[config.mk]
export PLATFORM = sky130hd
export DESIGN_NAME = main_checksum
export DESIGN_NICKNAME = d
export VERILOG_FILES = /design/src/rtl/main_checksum.sv
export SDC_FILE = /design/constraint.sdc
export NUM_CORES = 1
export LEC_CHECK = 0
export ABC_AREA = 1
export ABC_CLOCK_PERIOD_IN_PS = 3200
export BUFFER_PORTS_ARGS = -buffer_cell sky130_fd_sc_hd__buf_2
export CAP_MARGIN = 40
export CORE_MARGIN = 10
export CORE_UTILIZATION = 50
export DETAILED_ROUTE_END_ITERATION = 8
export PLACE_DENSITY = 0.65
export REMOVE_ABC_BUFFERS = 1
export SLEW_MARGIN = 10
export SYNTH_ARGS = -nofsm -noshare
export SYNTH_HDL_FRONTEND = slang
export SYNTH_SLANG_ARGS = --single-unit
[constraint.sdc]
create_clock -name clock -period 3.2 [get_ports clock]
set_input_delay 0.32 -clock clock [delete_from_list [all_inputs] [get_ports clock]]
set_output_delay 0.32 -clock clock [all_outputs]
set_load 0.05 [all_outputs]
[src/rtl/main_checksum.sv]
// rtl/main_checksum.sv - bit-serial CRC-32 engine over a constant elaboration-time byte table
// One table bit per RUN cycle; the result is presented with a one-cycle done pulse.
module main_checksum #(
  parameter int          NUM_BYTES = 9,
  parameter logic [511:0] DATA     = 512'h393837363534333231,
  parameter logic [31:0] POLY      = 32'hEDB88320
) (
  input  logic        clock,
  input  logic        reset,
  input  logic        start_port,
  output logic        done_port,
  output logic [31:0] return_port
);

  typedef enum logic [1:0] {IDLE, RUN, DONE} state_t;

  // Index of the final byte; a zero-length table never enters RUN, so 0 is a safe stand-in.
  localparam logic [6:0] LAST_BYTE = 7'((NUM_BYTES > 0) ? NUM_BYTES - 1 : 0);

  state_t      state;
  logic [31:0] crc;
  logic [6:0]  byte_idx;
  logic [2:0]  bit_idx;
  logic        data_bit;
  logic        fb;

  assign data_bit = DATA[{byte_idx[5:0], bit_idx}];
  assign fb       = crc[0] ^ data_bit;

  always_ff @(posedge clock or posedge reset) begin
    if (reset) begin
      state       <= IDLE;
      crc         <= 32'h0;
      byte_idx    <= 7'd0;
      bit_idx     <= 3'd0;
      done_port   <= 1'b0;
      return_port <= 32'h0;
    end else begin
      done_port <= 1'b0;
      case (state)
        IDLE: begin
          if (start_port) begin
            crc      <= 32'hFFFF_FFFF;
            byte_idx <= 7'd0;
            bit_idx  <= 3'd0;
            state    <= (NUM_BYTES == 0) ? DONE : RUN;
          end
        end
        RUN: begin
          crc     <= (crc >> 1) ^ (fb ? POLY : 32'h0);
          bit_idx <= bit_idx + 3'd1;
          if (bit_idx == 3'd7) begin
            byte_idx <= byte_idx + 7'd1;
            if (byte_idx == LAST_BYTE) state <= DONE;
          end
        end
        DONE: begin
          done_port   <= 1'b1;
          return_port <= crc ^ 32'hFFFF_FFFF;
          state       <= IDLE;
        end
        default: state <= IDLE;
      endcase
    end
  end

endmodule

==> results of run 1 <==
## critical path, cell delays in order, from the launching register on
cell	delay [ns]
sky130_fd_sc_hd__dfrtp_1	0.43
sky130_fd_sc_hd__inv_1	0.12
sky130_fd_sc_hd__ha_1	0.32
sky130_fd_sc_hd__nand2_1	0.08
sky130_fd_sc_hd__nand4_1	0.08
sky130_fd_sc_hd__o21ai_2	0.24
sky130_fd_sc_hd__nand4_2	0.48
sky130_fd_sc_hd__nand3_1	0.25
sky130_fd_sc_hd__nand3_1	0.09
sky130_fd_sc_hd__nand2_1	0.07
sky130_fd_sc_hd__inv_1	0.04
## stage by stage
step | setup WS, ns | std cells | cell area, um^2 | total power [mW]
2_1_floorplan | 0.370 | 367 | 3430 | 1.01
3_3_place_gp | 0.966 | 501 | 3760 | 1.01
3_5_place_dp | 0.910 | 503 | 3800 | 1.02
4_1_cts | 0.890 | 519 | 4040 | 1.86
5_1_grt | 0.659 | 519 | 4040 | 1.90
6_report | 0.886 | 519 | 4040 | 1.84
## sequential cells by signal (all words and copies together) (netlist names)
signal / cells
return_port: 32
crc: 32
byte_idx: 7
state: 2
bit_idx: 3
done_port: 1
## area by class of cell
class	count	area share
clock inverter	5	0.0205
tap	96	0.0297
clock buffer	11	0.0375
sequential	77	0.477
multi-input combinational	235	0.323
inverter	55	0.0518
timing repair buffer	40	0.0607
## kinds of logic after synthesis
kind of cell / after synthesis / synth area share
xor gates and xnor gates: 2 / 0.00493
and+or+nand+nor: 159 / 0.225
buffers and inverters: 75 / 0.0923
AOI/OAI and AO/OA: 66 / 0.107
DFF: 77 / 0.542
adders and majority gates: 8 / 0.0282
## layer usage
layer,up-vias,global-route usage,wire length [um]
met5,-,0,0
met2,51,0.210,3240
met3,4,0.0403,377
met1,1234,0.171,3320
met4,0,0.0358,59
li1,1321,-,-
## worst max path at each step
stage	start	endpoint	slack [ns]	cells after the start
after global routing	bit_idx[0]	crc[5]	0.66	10
after floorplan	state[1]	crc[15]	0.37	6
after global placement	bit_idx[0]	crc[5]	0.97	10
after CTS	bit_idx[0]	crc[5]	0.89	10
final	bit_idx[1]	crc[5]	0.89	10
after detailed placement	bit_idx[0]	crc[5]	0.91	10
## power by group
| group | leakage [nW] | internal (mW) | switching (mW) |
|---|---|---|---|
| registers | 0.971 | 0.972 | 0 |
| clock network | 0.120 | 0.483 | 0.363 |
| logic | 1.01 | 0.00529 | 0.0193 |
| total | 2.10 | 1.46 | 0.383 |
## cell usage in the layout, fill, tap and decap left out, drive strengths merged
cell    Yosys  layout
nand4       6       6
clkbuf      8      11
or2         1       1
nor2        7       7
bufinv      0       2
o211ai      2       2
inv        54      54
nand3      49      49
xnor2       1       1
xor2        1       1
o21ai      44      44
dfrtp      77      77
nand2      91      91
ha          8       8
clkinv      1       4
a22oi      15      15
nor3        2       2
a21oi       5       5
nand3b      3       3
buf        12      40
==> summary.txt, run 1 <==
RUN STATUS
-----------------------------------------------------------------------------------------
Status                                                                       finished clean

GLOBAL ROUTE
-----------------------------------------------------------------------------------------
Largest net degree at the start of global routing                                      57
Global routing usage summed across all routing layers                               0.133
Antenna violations before repair                                                        0
Congestion Overflow GR                                                                  0
Via count of the first global-routing pass                                           2551
Wire length of the first global-routing pass                                     12400 um

FLOORPLANNING
-----------------------------------------------------------------------------------------
Vert. Die Dim                                                                      104 um
Initial cell density of the core                                                    0.520
Die outline area                                                              0.0109 mm^2
Placeable core area                                                          0.00683 mm^2
Core Rows                                                                              30
Boundary pin count                                                                     36
Die outline width                                                                  104 um

SYNTHESIS
-----------------------------------------------------------------------------------------
Area fraction of the dominant cell type after synthesis                             0.542
Number of enable flip-flop cells after synthesis                                        0
Top-count cell post-synth                                                    sky130_fd_sc_hd__nand2_1
Proportion of register bits with asynchronous set or reset after synthesis           1.00
Post-synthesis instance area                                                 0.00355 mm^2
Cell count after synthesis                                                            387
Number of distinct library cells after synthesis                                       34
Synth warnings                                                                          0
Top cell types by occurrence after synthesis                                 sky130_fd_sc_hd__nand2_1 (87), sky130_fd_sc_hd__dfrtp_1 (77), sky130_fd_sc_hd__inv_1 (44)
Total of flip-flops plus latches after synthesis                                       77
Dominant synthesized flop cell                                               sky130_fd_sc_hd__dfrtp_1
Average cell area after synthesis                                               9.18 um^2
Share of the yosys chip area belonging to registers                                 0.542
Library cell occupying the most area in the post-synthesis netlist           sky130_fd_sc_hd__dfrtp_1
Top cells by area in the synthesized netlist                                 sky130_fd_sc_hd__dfrtp_1 (54%), sky130_fd_sc_hd__nand2_1 (9.2%), sky130_fd_sc_hd__nand3_1 (5.1%), sky130_fd_sc_hd__inv_1 (4.6%), sky130_fd_sc_hd__o21ai_0 (3.5%)

TIMING
-----------------------------------------------------------------------------------------
Sum of negative setup slack                                                          0 ns
Max-slew violation count                                                                0
Shortest clock period the worst path allows after layout                          2.31 ns
Post-route worst hold slack                                                     0.0196 ns
Count of final hold-check violations                                                    0
Final count of negative-setup-slack endpoints                                           0
Maximum clock frequency                                                           432 MHz
Final setup skew                                                               0.00967 ns
Final clock period utilization by the worst path                                    0.723
Setup repair after global routing missed its margin                                 false
Measured slew at the worst slew-check pin                                        0.636 ns
Slew margin rel.                                                                    0.575

WORST SETUP PATH
-----------------------------------------------------------------------------------------
WP data required                                                                  3.44 ns
Cells on worst reg2reg path                                                            10
Setup crit start kind                                                            register
Type of the worst setup path                                                 register to register
Slack of the worst reg-to-reg path                                                0.89 ns
Startpoint of the worst register-to-register path                              bit_idx[1]
Kind of end point of the critical path                                           register
Worst EP arrival                                                                  2.55 ns
Capture instance of the worst register-to-register path                            crc[5]
Highest net fanout along the worst path                                                14

CLOCKING
-----------------------------------------------------------------------------------------
Skew-Pair Late Insertion Delay                                                    0.35 ns
Total setup buffers inserted after CTS                                                  0
TritonCTS clock tree                                                                built
Cell at the root of the clock tree                                           sky130_fd_sc_hd__clkbuf_8
Clock-pin slew on the worst setup and hold paths                                  0.08 ns
Number of resized instances in the post-cts repair step                                 0
Hold-fix buffers, CTS                                                                   0
# H-tree levels                                                                         3
Number of buffers between clock root and the deepest sink                               2
Number of clock sinks seen by CTS                                                      77
Number of buffers inserted during clock tree synthesis                                  9

POWER AND IR DROP
-----------------------------------------------------------------------------------------
Worst voltage drop across the vdd grid                                           0.228 mV
Static Leakage                                                                    2.10 nW
Pwr per Cell Area                                                             457 mW/mm^2

FINAL LAYOUT
-----------------------------------------------------------------------------------------
Net count of the finished layout                                                      429
Antenna diode instance count                                                            0
Share of final-layout standard cells stronger than drive strength 1                 0.217
Share of the core filled with cells                                                 0.591
Sequential cell area                                                         0.00193 mm^2
Area of the multi-input gates                                                0.00130 mm^2
Count of filler cells inserted in the layout                                          619
Area growth from synthesis to final layout                                          13.7%

HOLD PATH
-----------------------------------------------------------------------------------------
Min-delay worst type                                                         input pin to async pin

PLACEMENT
-----------------------------------------------------------------------------------------
Buffers added on ports                                                                 35
Final RePlAce weighted congestion                                                   0.827
HPWL Detailed                                                                     4800 um

ROUTE
-----------------------------------------------------------------------------------------
First drt pass iteration count                                                          4
Average wire per standard cell                                                    13.5 um
Residual DRC                                                                            0
DR vias                                                                              2610
Final antenna-violating net count                                                       0
DR iter-0 viols                                                                       110
Ratio of routed vias to standard cells                                               5.03
Wire length after detailed routing                                                7000 um

JOB
-----------------------------------------------------------------------------------------
Total of max-cap violations                                                             0

(Power assumes the default switching activity.)
==> run 2: changes to the inputs <==
ABC_CLOCK_PERIOD_IN_PS = 2100   (was 3200)
PLACE_DENSITY = 0.68   (was 0.65)
clock period = 2.1 ns   (was 3.2 ns; I/O delays follow)
==> summary.txt, run 2 (synthesis gave the netlist of run 1 again) <==
RUN STATUS
-------------------------------------------------------------------------------------
Status                                                                   finished clean

FLOORPLANNING
-------------------------------------------------------------------------------------
Boundary pin count                                                                 36
Initial cell density of the core                                                0.520
Core Rows                                                                          30
Placeable core area                                                      0.00683 mm^2
Vert. Die Dim                                                                  104 um
Die outline area                                                          0.0109 mm^2
Die outline width                                                              104 um

CLOCKING
-------------------------------------------------------------------------------------
Total setup buffers inserted after CTS                                              0
# H-tree levels                                                                     3
Cell at the root of the clock tree                                       sky130_fd_sc_hd__clkbuf_8
Number of buffers between clock root and the deepest sink                           2
Number of buffers inserted during clock tree synthesis                              9
Clock-pin slew on the worst setup and hold paths                              0.08 ns
TritonCTS clock tree                                                            built
Skew-Pair Late Insertion Delay                                                0.35 ns
Number of clock sinks seen by CTS                                                  77

FINAL LAYOUT
-------------------------------------------------------------------------------------
Sequential cell area                                                     0.00193 mm^2
Count of filler cells inserted in the layout                                      635
Most frequent standard cell in the layout excluding fill and tap cells   sky130_fd_sc_hd__nand2_1
Leading cell types in the layout, fill and taps excluded                 sky130_fd_sc_hd__nand2_1 (87), sky130_fd_sc_hd__dfrtp_1 (77), sky130_fd_sc_hd__inv_1 (42)
Top flop regs                                                            crc x32, return_port x32, byte_idx x7
Summed area of non-filler cells in the final layout                      0.00408 mm^2
Antenna diode instance count                                                        0
Net count of the finished layout                                                  437
Share of the core filled with cells                                             0.597
Final cell count without fillers                                                  526
Share of final-layout standard cells stronger than drive strength 1             0.228
Area growth from synthesis to final layout                                      14.8%
Area of the multi-input gates                                            0.00134 mm^2

TIMING
-------------------------------------------------------------------------------------
Slew margin rel.                                                                0.716
Setup repair after global routing missed its margin                             false
Maximum clock frequency                                                       502 MHz
Final clock period utilization by the worst path                                0.949
Max-slew violation count                                                            0
Final setup skew                                                            0.0103 ns
Post-route worst hold slack                                                  0.217 ns
Sum of negative setup slack                                                      0 ns
Shortest clock period the worst path allows after layout                      1.99 ns
Count of final hold-check violations                                                0
Final worst-path setup slack                                                 0.107 ns
Final count of negative-setup-slack endpoints                                       0
Measured slew at the worst slew-check pin                                    0.425 ns

GLOBAL ROUTE
-------------------------------------------------------------------------------------
Largest net degree at the start of global routing                                  65
Antenna violations before repair                                                    0
Congestion Overflow GR                                                              0
Wire length of the first global-routing pass                                 12400 um
Via count of the first global-routing pass                                       2664
Global routing usage summed across all routing layers                           0.135

PLACEMENT
-------------------------------------------------------------------------------------
HPWL Detailed                                                                 4920 um
Setup slack at placement                                                    0.0257 ns
Final RePlAce weighted congestion                                               0.799
Buffers added on ports                                                             35
# placed instances                                                                510
Cell Area, Placed                                                        0.00385 mm^2

ROUTE
-------------------------------------------------------------------------------------
Wire length after detailed routing                                            6980 um
Ratio of routed vias to standard cells                                           5.06
Final antenna-violating net count                                                   0
Average wire per standard cell                                                13.3 um
DR iter-0 viols                                                                   131
Residual DRC                                                                        0
DR vias                                                                          2661
First drt pass iteration count                                                      5

WORST SETUP PATH
-------------------------------------------------------------------------------------
Worst EP arrival                                                              2.24 ns
Startpoint of the worst register-to-register path                          bit_idx[0]
Slack of the worst reg-to-reg path                                            0.11 ns
WP data required                                                              2.34 ns
Cells on worst reg2reg path                                                        11
Setup crit start kind                                                        register
Highest net fanout along the worst path                                            11
Capture instance of the worst register-to-register path                       crc[15]
Type of the worst setup path                                             register to register
Kind of end point of the critical path                                       register

POWER AND IR DROP
-------------------------------------------------------------------------------------
Static Leakage                                                                2.10 nW
Worst voltage drop across the vdd grid                                       0.372 mV
Pwr per Cell Area                                                         634 mW/mm^2
Pwr Total                                                                     2.58 mW

HOLD PATH
-------------------------------------------------------------------------------------
Hold wc startpoint                                                         start_port
Worst hold path cell count                                                          3
Min-delay worst type                                                     input pin to register
Hold-critical path endpoint                                                  state[0]

JOB
-------------------------------------------------------------------------------------
Total of max-cap violations                                                         0

## run 2: changes by cell type in the layout (fill, tap and decap cells not counted), sizes merged
cell | before | now
clkbuf | 11 | 10
dlygate4sd3 | 0 | 1
clkinvlp | 0 | 1
bufinv | 2 | 1
buf | 40 | 47
## run 2: per-layer routing
layer	GRT usage	wire [um]	up-vias
met5	0	0	-
met4	0.0586	113	0
met3	0.0328	335	10
met2	0.216	3310	50
met1	0.168	3230	1262
li1	-	-	1339
## run 2: area by class of cell
type / count / area share
multi-input combinational: 235 / 0.329
tap: 96 / 0.0295
sequential: 77 / 0.473
inverter: 55 / 0.0512
clock inverter: 5 / 0.0129
clock buffer: 10 / 0.0313
timing repair buffer: 48 / 0.0736
## run 2: worst max-delay path by stage
stage / start / cells past startpoint / to / slack [ns]
after floorplan: state[1] / 6 / crc[15] / -0.73
after CTS: bit_idx[1] / 10 / crc[15] / 0.01
after global routing: bit_idx[0] / 11 / crc[30] / 0.0005
after detailed placement: bit_idx[1] / 10 / crc[15] / 0.03
after global placement: bit_idx[1] / 10 / crc[23] / 0.12
final: bit_idx[0] / 11 / crc[15] / 0.11
## run 2: repair_timing
| action | in CTS | in global routing |
|---|---|---|
| hold buffers | 1 | 0 |
| setup endpoints to repair | 0 | 13 |
| resized for setup | 0 | 6 |
| hold endpoints to repair | 18 | 0 |
## run 2: worst max-delay path: stages (launching register included)
cell                      delay, ns
sky130_fd_sc_hd__dfrtp_1       0.35
sky130_fd_sc_hd__inv_1         0.08
sky130_fd_sc_hd__ha_1          0.34
sky130_fd_sc_hd__nand2_1       0.08
sky130_fd_sc_hd__nand4_1       0.13
sky130_fd_sc_hd__o21ai_4       0.28
sky130_fd_sc_hd__nand4_4       0.17
sky130_fd_sc_hd__buf_12        0.19
sky130_fd_sc_hd__nand3_2       0.07
sky130_fd_sc_hd__nand3_1       0.08
sky130_fd_sc_hd__nand2_1       0.09
sky130_fd_sc_hd__inv_1         0.04
## run 2: power by group
group	leakage [nW]	switching, mW	internal, mW
clock network	0.0919	0.529	0.537
logic	1.04	0.0299	0.00752
registers	0.971	0	1.48
==> run 3: changes to the inputs <==
CORE_UTILIZATION = 53   (was 50)
PLACE_DENSITY = 0.72   (was 0.68)
==> summary.txt, run 3 (synthesis gave the netlist of run 1 again) <==
RUN STATUS
-------------------------------------------------------------------------------------
Status                                                                   finished clean

TIMING
-------------------------------------------------------------------------------------
Maximum clock frequency                                                       508 MHz
Count of final hold-check violations                                                0
Shortest clock period the worst path allows after layout                      1.97 ns
Max-slew violation count                                                            0
Final count of negative-setup-slack endpoints                                       0
Post-route worst hold slack                                                  0.206 ns
Setup repair after global routing missed its margin                             false
Final setup skew                                                           0.00697 ns
Final clock period utilization by the worst path                                0.936
Measured slew at the worst slew-check pin                                    0.533 ns
Slew margin rel.                                                                0.644

PLACEMENT
-------------------------------------------------------------------------------------
Cell Area, Placed                                                        0.00384 mm^2
Buffers added on ports                                                             35
Final RePlAce weighted congestion                                               0.831
# placed instances                                                                491
HPWL Detailed                                                                 4880 um

WORST SETUP PATH
-------------------------------------------------------------------------------------
Worst EP arrival                                                              2.22 ns
Capture instance of the worst register-to-register path                        crc[5]
Crit path max-delay cell type                                            sky130_fd_sc_hd__dfrtp_1
Type of the worst setup path                                             register to register
Startpoint of the worst register-to-register path                          bit_idx[1]
Startpoint of the worst setup timing path                                  bit_idx[1]
End point of the critical path                                                 crc[5]
Slowest Stage Delay on Critical Path                                          0.43 ns
Cells on worst reg2reg path                                                        12
Kind of end point of the critical path                                       register
Highest net fanout along the worst path                                             7
Setup crit start kind                                                        register
Crit-path cells                                                          inv_2 -> ha_4 -> nand2_1 -> nand4_1 -> o21ai_2 -> buf_4 -> nand4_4 -> clkbuf_16 -> nand3_1 -> nand3_1 -> nand2_1 -> inv_1
WP data required                                                              2.35 ns
Slack of the worst reg-to-reg path                                            0.13 ns

FINAL LAYOUT
-------------------------------------------------------------------------------------
Summed area of non-filler cells in the final layout                      0.00419 mm^2
Net count of the finished layout                                                  440
Final cell count without fillers                                                  511
Top flop regs                                                            crc x32, return_port x32, byte_idx x7
Antenna diode instance count                                                        0
Most frequent standard cell in the layout excluding fill and tap cells   sky130_fd_sc_hd__nand2_1
Area growth from synthesis to final layout                                      17.9%
Leading cell types in the layout, fill and taps excluded                 sky130_fd_sc_hd__nand2_1 (87), sky130_fd_sc_hd__dfrtp_1 (77), sky130_fd_sc_hd__inv_1 (41)
Share of final-layout standard cells stronger than drive strength 1             0.242

CLOCKING
-------------------------------------------------------------------------------------
Number of clock sinks seen by CTS                                                  77
Cell at the root of the clock tree                                       sky130_fd_sc_hd__clkbuf_8
TritonCTS clock tree                                                            built
Number of buffers inserted during clock tree synthesis                              9
# H-tree levels                                                                     3
Clock-pin slew on the worst setup and hold paths                              0.08 ns
Number of buffers between clock root and the deepest sink                           2
Skew-Pair Late Insertion Delay                                                0.35 ns

FLOORPLANNING
-------------------------------------------------------------------------------------
Core Rows                                                                          29
Die outline area                                                          0.0104 mm^2
Boundary pin count                                                                 36
Vert. Die Dim                                                                  102 um
Die outline width                                                              102 um
Placeable core area                                                      0.00642 mm^2
Initial cell density of the core                                                0.553

POWER AND IR DROP
-------------------------------------------------------------------------------------
Static Leakage                                                                2.16 nW
Worst voltage drop across the vdd grid                                       0.384 mV
Pwr per Cell Area                                                         698 mW/mm^2

ROUTE
-------------------------------------------------------------------------------------
Wire length after detailed routing                                            7060 um
Average wire per standard cell                                                13.8 um
DR iter-0 viols                                                                   113
Ratio of routed vias to standard cells                                           5.15
DR vias                                                                          2632
Final antenna-violating net count                                                   0
First drt pass iteration count                                                      4
Residual DRC                                                                        0

JOB
-------------------------------------------------------------------------------------
Total of max-cap violations                                                         0

GLOBAL ROUTE
-------------------------------------------------------------------------------------
Via count of the first global-routing pass                                       2528
Antenna violations before repair                                                    0
Global routing usage summed across all routing layers                           0.143
Congestion Overflow GR                                                              0
Wire length of the first global-routing pass                                 11900 um
Largest net degree at the start of global routing                                  49

HOLD PATH
-------------------------------------------------------------------------------------
Min-delay worst type                                                     input pin to register

[run 3: final cells by class]
cell class / instances / area (um^2)
Clock buffer: 11 / 151
Clock inverter: 5 / 106
Fill cell: 536 / 2230
Inverter: 55 / 209
Multi-Input combinational cell: 235 / 1350
Sequential cell: 77 / 1930
Tap cell: 77 / 96.3
Timing Repair Buffer: 51 / 353
[run 3: metal layers]
metal,vias up,part of all wire,GRT usage
met1,1225,0.46,0.180
met2,51,0.47,0.223
met3,7,0.066,0.0520
met4,0,0.0081,0.0521
met5,-,0,0
li1,1349,-,-
[run 3: worst max-delay path, delay by kind of cell, from the launching register on]
| family | cells | cell delay [ns] |
|---|---|---|
| and+or+nand+nor | 6 | 0.53 |
| buffers and inverters | 4 | 0.51 |
| DFF | 1 | 0.43 |
| adders and majority gates | 1 | 0.21 |
| AOI/OAI and AO/OA | 1 | 0.18 |
[run 3: repair_timing]
item / 4_1_cts / 5_1_grt
resized for setup: 0 / 7
setup endpoints to repair: 0 / 14
hold buffers: 1 / 0
endpoints found under the hold margin: 24 / 0
setup buffers: 0 / 2
[run 3: metrics by stage]
step	setup TNS [ns]	power, mW	worst slack (ns)	utilization
global placement	0	1.55	0.124	0.598
CTS	0	2.95	0.0142	0.639
finish	0	2.92	0.133	0.652
detailed placement	0	1.55	0.0252	0.598
global route	0	3.03	0.00301	0.652
floorplan	-28.77	1.53	-0.730	-
[run 3: worst min path at each step]
stage               startpoint               to  slack [ns]  depth (start not counted)
global placement         reset  return_port[19]        0.28                          2
floorplan              crc[29]  return_port[29]        0.43                          1
detailed placement       reset  return_port[19]        0.28                          2
finish              start_port         state[0]        0.21                          3
global route        start_port         state[0]        0.24                          3
CTS                 start_port         state[0]        0.20                          3
[run 3: report_power, final]
part,internal (mW),leakage (nW),switching [mW],total [mW]
sequential,1.48,0.971,0,1.48
clock,0.856,0.126,0.551,1.41
combinational,0.00762,1.06,0.0283,0.0359
